File: src/rtl/copy_path_arbiter.sv
// Two-requester round-robin arbiter with bounded bursts, feeding one registered
// valid/ready output stage on the shared 16-bit copy datapath.
module copy_path_arbiter #(
    parameter int WIDTH     = 16,
    parameter int MAX_BURST = 4
) (
    input  logic             clk,
    input  logic             rst_n,
    input  logic             req0_valid,
    input  logic [WIDTH-1:0] req0_data,
    output logic             req0_ready,
    input  logic             req1_valid,
    input  logic [WIDTH-1:0] req1_data,
    output logic             req1_ready,
    output logic             out_valid,
    output logic [WIDTH-1:0] out_data,
    input  logic             out_ready,
    output logic [1:0]       grant,
    output logic             busy
);

    typedef enum logic [1:0] {
        IDLE = 2'b00,
        OWN0 = 2'b01,
        OWN1 = 2'b10
    } state_e;

    localparam logic [3:0] LAST_BEAT = 4'(MAX_BURST - 1);

    state_e           state_q, state_d;
    logic             last_q, last_d;
    logic [3:0]       beat_cnt_q, beat_cnt_d;
    logic             out_valid_q, out_valid_d;
    logic [WIDTH-1:0] out_data_q, out_data_d;
    logic [1:0]       grant_q, grant_d;
    logic             busy_q, busy_d;

    logic             stage_free_s;
    logic             accept_s;
    logic             release_s;
    logic             own_valid_s;
    logic             other_valid_s;
    logic [WIDTH-1:0] own_data_s;

    function automatic logic [1:0] grant_of(input state_e st);
        case (st)
            OWN0:    grant_of = 2'b01;
            OWN1:    grant_of = 2'b10;
            default: grant_of = 2'b00;
        endcase
    endfunction

    // Ready goes straight back from out_ready so a draining stage accepts in the same cycle.
    assign stage_free_s = !out_valid_q || out_ready;
    assign req0_ready   = (state_q == OWN0) && stage_free_s;
    assign req1_ready   = (state_q == OWN1) && stage_free_s;
    assign accept_s     = (req0_valid && req0_ready) || (req1_valid && req1_ready);
    assign release_s    = (state_q != IDLE) &&
                          (!own_valid_s || (accept_s && (beat_cnt_q == LAST_BEAT)));

    // Select the owning and the waiting requester's signals for the current state.
    always_comb begin
        own_valid_s   = 1'b0;
        other_valid_s = 1'b0;
        own_data_s    = {WIDTH{1'b0}};
        case (state_q)
            OWN0: begin
                own_valid_s   = req0_valid;
                other_valid_s = req1_valid;
                own_data_s    = req0_data;
            end
            OWN1: begin
                own_valid_s   = req1_valid;
                other_valid_s = req0_valid;
                own_data_s    = req1_data;
            end
            default: begin
                own_valid_s   = 1'b0;
                other_valid_s = 1'b0;
                own_data_s    = {WIDTH{1'b0}};
            end
        endcase
    end

    // Ownership sequencing: tie-break against the last released requester.
    always_comb begin
        state_d    = state_q;
        last_d     = last_q;
        beat_cnt_d = beat_cnt_q;
        case (state_q)
            IDLE: begin
                if (req0_valid && req1_valid) begin
                    state_d = last_q ? OWN0 : OWN1;
                end else if (req0_valid) begin
                    state_d = OWN0;
                end else if (req1_valid) begin
                    state_d = OWN1;
                end else begin
                    state_d = IDLE;
                end
            end
            OWN0, OWN1: begin
                if (release_s) begin
                    last_d     = (state_q == OWN1);
                    beat_cnt_d = 4'd0;
                    if (other_valid_s) begin
                        state_d = (state_q == OWN0) ? OWN1 : OWN0;
                    end else begin
                        state_d = IDLE;
                    end
                end else if (accept_s) begin
                    beat_cnt_d = beat_cnt_q + 4'd1;
                end else begin
                    beat_cnt_d = beat_cnt_q;
                end
            end
            default: begin
                state_d    = IDLE;
                last_d     = 1'b1;
                beat_cnt_d = 4'd0;
            end
        endcase
    end

    // Output stage: load on accept, drain on consumer take, otherwise hold.
    always_comb begin
        out_valid_d = out_valid_q;
        out_data_d  = out_data_q;
        if (accept_s) begin
            out_valid_d = 1'b1;
            out_data_d  = own_data_s;
        end else if (out_ready) begin
            out_valid_d = 1'b0;
            out_data_d  = out_data_q;
        end else begin
            out_valid_d = out_valid_q;
            out_data_d  = out_data_q;
        end
        grant_d = grant_of(state_d);
        busy_d  = (state_d != IDLE) || out_valid_d;
    end

    // State and registered outputs; reset discards any beat held in the stage.
    always_ff @(posedge clk or negedge rst_n) begin
        if (!rst_n) begin
            state_q     <= IDLE;
            last_q      <= 1'b1;
            beat_cnt_q  <= 4'd0;
            out_valid_q <= 1'b0;
            out_data_q  <= {WIDTH{1'b0}};
            grant_q     <= 2'b00;
            busy_q      <= 1'b0;
        end else begin
            state_q     <= state_d;
            last_q      <= last_d;
            beat_cnt_q  <= beat_cnt_d;
            out_valid_q <= out_valid_d;
            out_data_q  <= out_data_d;
            grant_q     <= grant_d;
            busy_q      <= busy_d;
        end
    end

    assign out_valid = out_valid_q;
    assign out_data  = out_data_q;
    assign grant     = grant_q;
    assign busy      = busy_q;

endmodule

File: config.mk
export PLATFORM = sky130hd
export DESIGN_NAME = copy_path_arbiter
export DESIGN_NICKNAME = d
export VERILOG_FILES = /design/src/rtl/copy_path_arbiter.sv
export SDC_FILE = /design/constraint.sdc
export NUM_CORES = 1
export LEC_CHECK = 0
export CAP_MARGIN = 20
export CORE_UTILIZATION = 38
export CTS_CLUSTER_DIAMETER = 100
export CTS_CLUSTER_SIZE = 20
export DETAILED_ROUTE_END_ITERATION = 10
export PLACE_DENSITY_LB_ADDON = 0.2
export SLEW_MARGIN = 20
export SYNTH_ARGS = -nofsm -noshare
export SYNTH_HDL_FRONTEND = slang
export SYNTH_SLANG_ARGS = --single-unit
File: constraint.sdc
create_clock -name clk -period 2 [get_ports clk]
set_clock_uncertainty 0.1 [all_clocks]
set_input_delay 0.2 -clock clk [delete_from_list [all_inputs] [get_ports clk]]
set_output_delay 0.2 -clock clk [all_outputs]
set_load 0.03 [all_outputs]
Word level (Yosys, flattened, before mapping)
Index checks and enable logic that the tools add are counted.
- equal/unequal tests: 7
- add/sub/neg operators: 1
- bitwise logic cells: 1
- reduce and logical (&&, ||, !) cells: 19
- muxes and demuxes: 19
- operators by type and width (operator ; count):
    $pmux 16 s2 ; 1
    $mux 2 ; 7
    $mux 4 ; 2
    $pmux 2 s2 ; 2
    $pmux 4 s2 ; 1
    $logic_and 1x1->1 ; 7
    $pmux 1 s2 ; 3
    $add 4x1->4 const B ; 1
    $eq 2x1->1 const B ; 2
    $eq 2x2->1 const B ; 2
    $eq 4x2->1 const B ; 1
    $logic_or 1x1->1 ; 4
    $reduce_and 2->1 ; 2
    $reduce_bool 2->1 ; 2
    $mux 1 ; 3
    $ne 3x3->1 const B ; 1
    $logic_not 1->1 ; 2
    $logic_not 2->1 ; 1
    $ne 2x2->1 const B ; 1
    $reduce_or 2->1 ; 1
    $not 1->1 ; 1
- output and inout bits: 22
- register bits: 27
- logic and storage cells: 54
- input port bits: 37

Logic depth before layout (Yosys ltp)
Gate-level depths: netlist of the first run.
- depth in word-level cells: 12
- mapped depth: 8
- mapped depth without buffers: 7

Worst setup path before layout of the first run
Ideal clock, no wire load.
- path type: reg2reg
- start: register state_q[0]
- end: register grant_q[1] (netlist: grant[1])
- buffers on the path: 0
- required time: 1.820 ns
- setup time: 0.080 ns
- data arrival time: 1.745 ns
- cell stages (with the launch flop): 8
- setup slack: 0.075 ns
- cells stage by stage: dfrtp_1 > inv_1 > ha_1 > inv_1 > a311oi_2 > nor2_2 > a221oi_4 > nor3b_2
- cells in the longest elaborated chain, start to end: 11
- elaborated cells on any way between the ends: 23
- those cells by class: eq/ne (4); mux (7); reduce/logical (12)
- RTL lines (what ; line ; source):
    start, declared ; 30 ; state_e state_q, state_d;
    start signal, assigned ; 154 ; state_q <= state_d;
    $eq 2x1->1 / $eq 2x2->1 (equally long branches) ; -- ;
    $logic_and 1x1->1 (on tied branches) ; 55, 56 ;
    $logic_and 1x1->1 ; 57 ; assign accept_s = (req0_valid && req0_ready) || (req1_valid && req1_ready);
    $logic_or 1x1->1 ; 57 ;
    $logic_and 1x1->1 ; 59 ; (!own_valid_s || (accept_s && (beat_cnt_q == LAST_BEAT)));
    $logic_or 1x1->1 ; 59 ;
    $logic_and 1x1->1 ; 58 ; assign release_s = (state_q != IDLE) &&
    $mux 2 ; 103 ; if (release_s) begin
    $pmux 2 s2 (*) ; 90 ; case (state_q)
    $eq 2x2->1 / $eq 2x1->1 (equally long branches) ; 46 ; case (st)
    $pmux 2 s2 (*) ; 46 ;
    via grant_d[1] ; 35 ; logic [1:0] grant_q, grant_d;
    end signal, assigned ; 159 ; grant_q <= grant_d;
    end, declared ; 35 ;
The timed path passes the listed nets; every way through them passes the cells marked *.
A chain may end at the register's enable or synchronous reset.

Worst setup path in the final report of the first run
- start: register state_q[1]
- end: register grant_q[1] (netlist: grant[1])
Same word-level chain as after synthesis.

==> results of run 1 <==
## metrics by stage
stage | setup TNS, ps | hold WS [ps] | cell area [um2] | util, %
3_3_place_gp | 0 | 363 | 2070 | 61.0
4_1_cts | 0 | 128 | 2120 | 62.5
2_1_floorplan | 0 | -196 | 1370 | -
6_report | 0 | 115 | 2170 | 63.9
5_1_grt | -153 | 147 | 2170 | 63.9
3_5_place_dp | -116 | 372 | 2070 | 61.0
## report_power, final
part / internal (uW) / switching [uW]
combinational: 958 / 1200
clock: 76.3 / 168
sequential: 767 / 116
total: 1800 / 1490
## what timing repair did
action | in CTS | in global routing
pin swaps | 3 | 7
setup buffers | 1 | 2
endpoints found under the setup margin | 2 | 10
cloned | 0 | 0
resized for setup | 3 | 8
hold buffers | 0 | 0
## final cells by class
| type | count | area, um2 | share of cell area (%) |
|---|---|---|---|
| Timing Repair Buffer | 73 | 708 | 32.7 |
| Sequential cell | 27 | 677 | 31.2 |
| Multi-Input combinational cell | 100 | 672 | 31.0 |
| Tap cell | 46 | 57.6 | 2.66 |
| Clock buffer | 3 | 22.5 | 1.04 |
| Inverter | 6 | 22.5 | 1.04 |
| Clock inverter | 1 | 7.51 | 0.346 |
## kinds of logic after synthesis
logic type	count (synthesis)
fa+ha+maj	5
compound gates	50
buf+inv	14
xor+xnor	2
flops	27
simple gates	43
## per-layer routing
layer  vias to the layer above  share of wire [%]  wire (um)
met4                         0               0.30         11
met5                         -                  0          0
met1                       635                 46       1660
li1                        643                  -          -
met3                         2                4.8        173
met2                        43                 49       1790
## flip-flops by register name, indices dropped and copies added (netlist names)
signal / cells
beat_cnt_q: 4
busy: 1
grant: 2
last_q: 1
out_data: 16
out_valid: 1
state_q: 2
## path summary, 6_finish.rpt
check	endpoint	slack (ps)	cells after the start
worst max-delay path	grant[1]	30	8
worst min-delay path	beat_cnt_q[2]	110	2
worst max register to register	grant[1]	30	8
worst min register to register	out_data[2]	400	2
max in group asynchronous	last_q	1370	2
min in group clk	out_data[2]	400	2
## worst reg2reg max path, delay by kind of cell (launching register included)
family | cells | cell delay, ps
compound gates | 3 | 610
flops | 1 | 430
buf+inv | 2 | 290
fa+ha+maj | 1 | 160
simple gates | 2 | 320
## cells in the final DEF (no fill, tap or decap), types with 2 or more instances in the layout
cell and count:
clkdlybuf4s50_1 56, dfrtp_1 26, nand2_1 23, o21ai_0 21, a22oi_1 17, buf_4 14, nor2_1 7, inv_2 3
inv_1 3, nand3_1 3, ha_4 3, clkbuf_4 3, nor3_1 2, a31oi_1 2, a21oi_1 2, a211oi_1 2
xnor2_1 2, ha_1 2, buf_6 2
==> flow_summary.ini, run 1 <==
[run_status]
run_status = completed

[global_route]
grtUsageMet3_pct = 2.69
grt_usage_pct = 19.2
grt_max_degree = 28
grt_pass1_vias = 1244
met2_usage_pct = 33.7
grt_pass1_wl_um = 5440
antenna_found_initial = 0
grtUsageMet1_pct = 25.6
grt-ovfl-total = 0
grt-busiest-layer = met2

[synthesis]
synth_most_common_cell = dfrtp_1
yosysUniqueCellTypes = 29
synthesis.nets = 183
synth_edf_count = 0
synth_mux_area_share_pct = 0
synth_top_flop_cell = dfrtp_1
synth_simple_gate_area_share_pct = 14.5
synth_top_family_by_area = compound AO/OA/AOI/OAI gates
ys_seq_area_share_pct = 49.5
synth_area_leaders = dfrtp_1 (48%), a22oi_1 (9.3%), o21ai_0 (7.7%)
yosysTopAreaCell = dfrtp_1
synthCells = 141
async_flop_share_pct = 100
synth_seq_cells = 27
yosys.area_share.adder_pct = 4.57
synth_commonest_cells = dfrtp_1 (26), nand2_1 (23), o21ai_0 (21)
synth.top_cell.area_share_pct = 47.6
synth.avg_cell_area_um2 = 9.70
synth_area_um2 = 1370
synth_xor_area_share_pct = 1.28
synth_compound_area_share_pct = 25.9
yosys_warnings = 0

[detailed_routing]
via_per_inst = 5.17
route.detailed.drc = 0
first_iter_violations = 46
routedWlPerCell_um = 14.2
num_vias = 1323
antenna_left = 0
first_pass_iters = 4
wirelength_um = 3630

[die]
die_w_um = 62.0
rows = 21
io_pins = 59
die_h_um = 62.0
start_util_pct = 40.3
die_area_um2 = 3840
core_area_um2 = 3390

[sta]
fmaxAchievable_mhz = 506
post-route-period-util_pct = 98.7
maxSlewHeadroom_pct = 71.5
worst_slew_pin_slew_ps = 423
slew_violations = 0
setup_slack_ps = 25.3
rsz0062_at_grt = yes
setup_viol = 0
hold_viol_final = 0
period_needed_ps = 1970

[critical_path]
startpoint = state_q[1]
crit_path_frequent_cell = buf_4
worst-setup-path-type = reg2reg
worst_ep_required_time_ps = 2150
worstReg2RegStart = state_q[1]
cp_max_fo = 4
critPathLaunchType = flip-flop
cp_cell_sequence = buf_4 > ha_4 > buf_4 > a22o_1 > nand3_1 > a31oi_1 > a221oi_4 > nor3b_2
slowest_delay_ps = 430
path_buf_inv = 2
cp-end-kind = flip-flop
critPathTopFamily = compound AO/OA/AOI/OAI gates
cp.arrival_ps = 2130
critical_path.slowest_cell = dfrtp_1

[placed_design]
detailed_place_hpwl_um = 2700
dp_slack_ps = -55.2
post-place-cells = 249
portBuffers = 58
place_congestion = 0.856

[clocking]
cts_buffers = 3
clkTransAtPathRegs_ps = 160
cts_buffer_depth = 2
cts_max_level = 1
clock_latency_ps = 330
cts_tree = built
root_buffer = clkbuf_4
clock_sinks = 27

[power]
p_leak_uw = 0.000879
p_per_area_nw_per_um2 = 1520
p_total_uw = 3290
vdd_drop_max_uv = 842

[layout]
area_growth_pct = 58.5
layout.cells.non_filler = 256
num_antenna_cells = 0
fillers = 266
drive_above_1_share_pct = 17.1
nNetsFinal = 253

[job]
cap_violations = 0

[hold_path]
hp-class = in2async
Note: power is estimated with default switching activity, not from simulation.
==> run 2: changes to the inputs <==
--- a/config.mk
+++ b/config.mk
@@ -11,6 +11,7 @@
 export CTS_CLUSTER_SIZE = 20
 export DETAILED_ROUTE_END_ITERATION = 10
 export PLACE_DENSITY_LB_ADDON = 0.2
+export SKIP_CTS_REPAIR_TIMING = 1
 export SLEW_MARGIN = 20
 export SYNTH_ARGS = -nofsm -noshare
 export SYNTH_HDL_FRONTEND = slang
==> flow_summary.ini, run 2 (synthesized netlist as in run 1, its figures left out) <==
[clocking]
clock_sinks = 27
clkTransAtPathRegs_ps = 160
cts_max_level = 1
root_buffer = clkbuf_4
cts_tree = built
cts_buffer_depth = 2
clock_latency_ps = 330
cts_buffers = 3

[detailed_routing]
first_iter_violations = 29
antenna_left = 0
first_pass_iters = 4
wirelength_um = 3740
route.detailed.drc = 0
num_vias = 1368
via_per_inst = 5.16
routedWlPerCell_um = 14.1

[hold_path]
hp-class = in2async

[die]
io_pins = 59
rows = 21
core_area_um2 = 3390
die_h_um = 62.0
die_w_um = 62.0
die_area_um2 = 3840
start_util_pct = 40.3

[sta]
fmaxAchievable_mhz = 504
maxSlewHeadroom_pct = 70.7
worst_slew_pin_slew_ps = 435
post-route-period-util_pct = 99.2
setup_viol = 0
rsz0062_at_grt = yes
fin_tns_setup_ps = 0
slew_violations = 0
hold_viol_final = 0
hold_ws_ps = 111
setup_slack_ps = 15.8
period_needed_ps = 1980

[global_route]
grt_pass1_vias = 1234
grt_usage_pct = 19.0
grt_max_degree = 28
grt-ovfl-total = 0
antenna_found_initial = 0
grt_pass1_wl_um = 5380

[critical_path]
worst-setup-path-type = reg2reg
critPathLaunchType = flip-flop
cp-end-kind = flip-flop
cp_max_fo = 4
critical_path.slowest_cell = dfrtp_1
critPathTopFamily = compound AO/OA/AOI/OAI gates
cp_cell_sequence = buf_4 > ha_2 > a22oi_2 > a311oi_4 > a2111o_1 > o211a_1 > a31oi_1
slowest_delay_ps = 430
path_buf_inv = 1
cp.arrival_ps = 2130
worst_ep_required_time_ps = 2150

[layout]
num_antenna_cells = 0
mostFrequentLayoutCell = clkdlybuf4s50_1
area_growth_pct = 63.4
largest_reg_flops = 16
final_cell_mix = clkdlybuf4s50_1 (56), dfrtp_1 (26), nand2_1 (23), buf_4 (23), o21ai_0 (20)
drive_above_1_share_pct = 20.5
nNetsFinal = 262
stdcell_area_um2 = 2230

[placed_design]
portBuffers = 58
detailed_place_hpwl_um = 2700
dp_slack_ps = -55.2
place_area_um2 = 2070
place_congestion = 0.856

[power]
p_total_uw = 3450
vdd_drop_max_uv = 862
p_leak_uw = 0.000928
p_per_area_nw_per_um2 = 1540

[run_status]
run_status = completed

[job]
cap_violations = 0
run 2: changes by cell type in the layout (fill, tap and decap cells not counted), sizes merged:
cell,before,now
buf,17,26
run 2: cell type report:
cell class	instances	area [um2]
inverters	6	25.0
flip-flops and latches	27	677
clock inverters	1	7.51
clock buffers	3	22.5
repair buffers	82	776
well taps	46	57.6
multi-input cells	100	669
fillers	259	1150
run 2: per-stage QoR:
stage               utilization [%]  cells
finish                         65.9    265
global route                   65.9    265
CTS                            61.9    253
detailed placement             61.0    249
global placement               61.0    249
floorplan                         -    141
run 2: final timing paths:
path / from / end / slack (ps) / depth (start not counted)
setup / recovery: state_q[1] / busy / 20 / 7
max in group asynchronous: rst_n / last_q / 1370 / 2
setup reg to reg: state_q[1] / busy / 20 / 7
min in group clk: out_data[2] / out_data[2] / 400 / 2
hold / removal: rst_n / beat_cnt_q[2] / 110 / 2
hold reg to reg: out_data[2] / out_data[2] / 400 / 2
run 2: worst reg2reg max path, stage by stage (launching register included):
cell      delay (ps)
dfrtp_1          430
buf_4            150
ha_2             180
a22oi_2          230
a311oi_4          70
a2111o_1         400
o211a_1          170
a31oi_1          190
run 2: layer usage:
layer | vias up | track usage (%) | routed length, um | share of wire [%]
met5 | - | 0 | 0 | 0
met4 | 0 | 2.86 | 21 | 0.56
met3 | 4 | 2.69 | 173 | 4.6
met2 | 40 | 33.3 | 1870 | 50
met1 | 664 | 25.4 | 1670 | 45
li1 | 660 | - | - | -
run 2: power by group:
group	switching, uW	total (uW)	internal (uW)
clock	168	245	76.4
combinational	1240	2310	1080
sequential	122	889	767
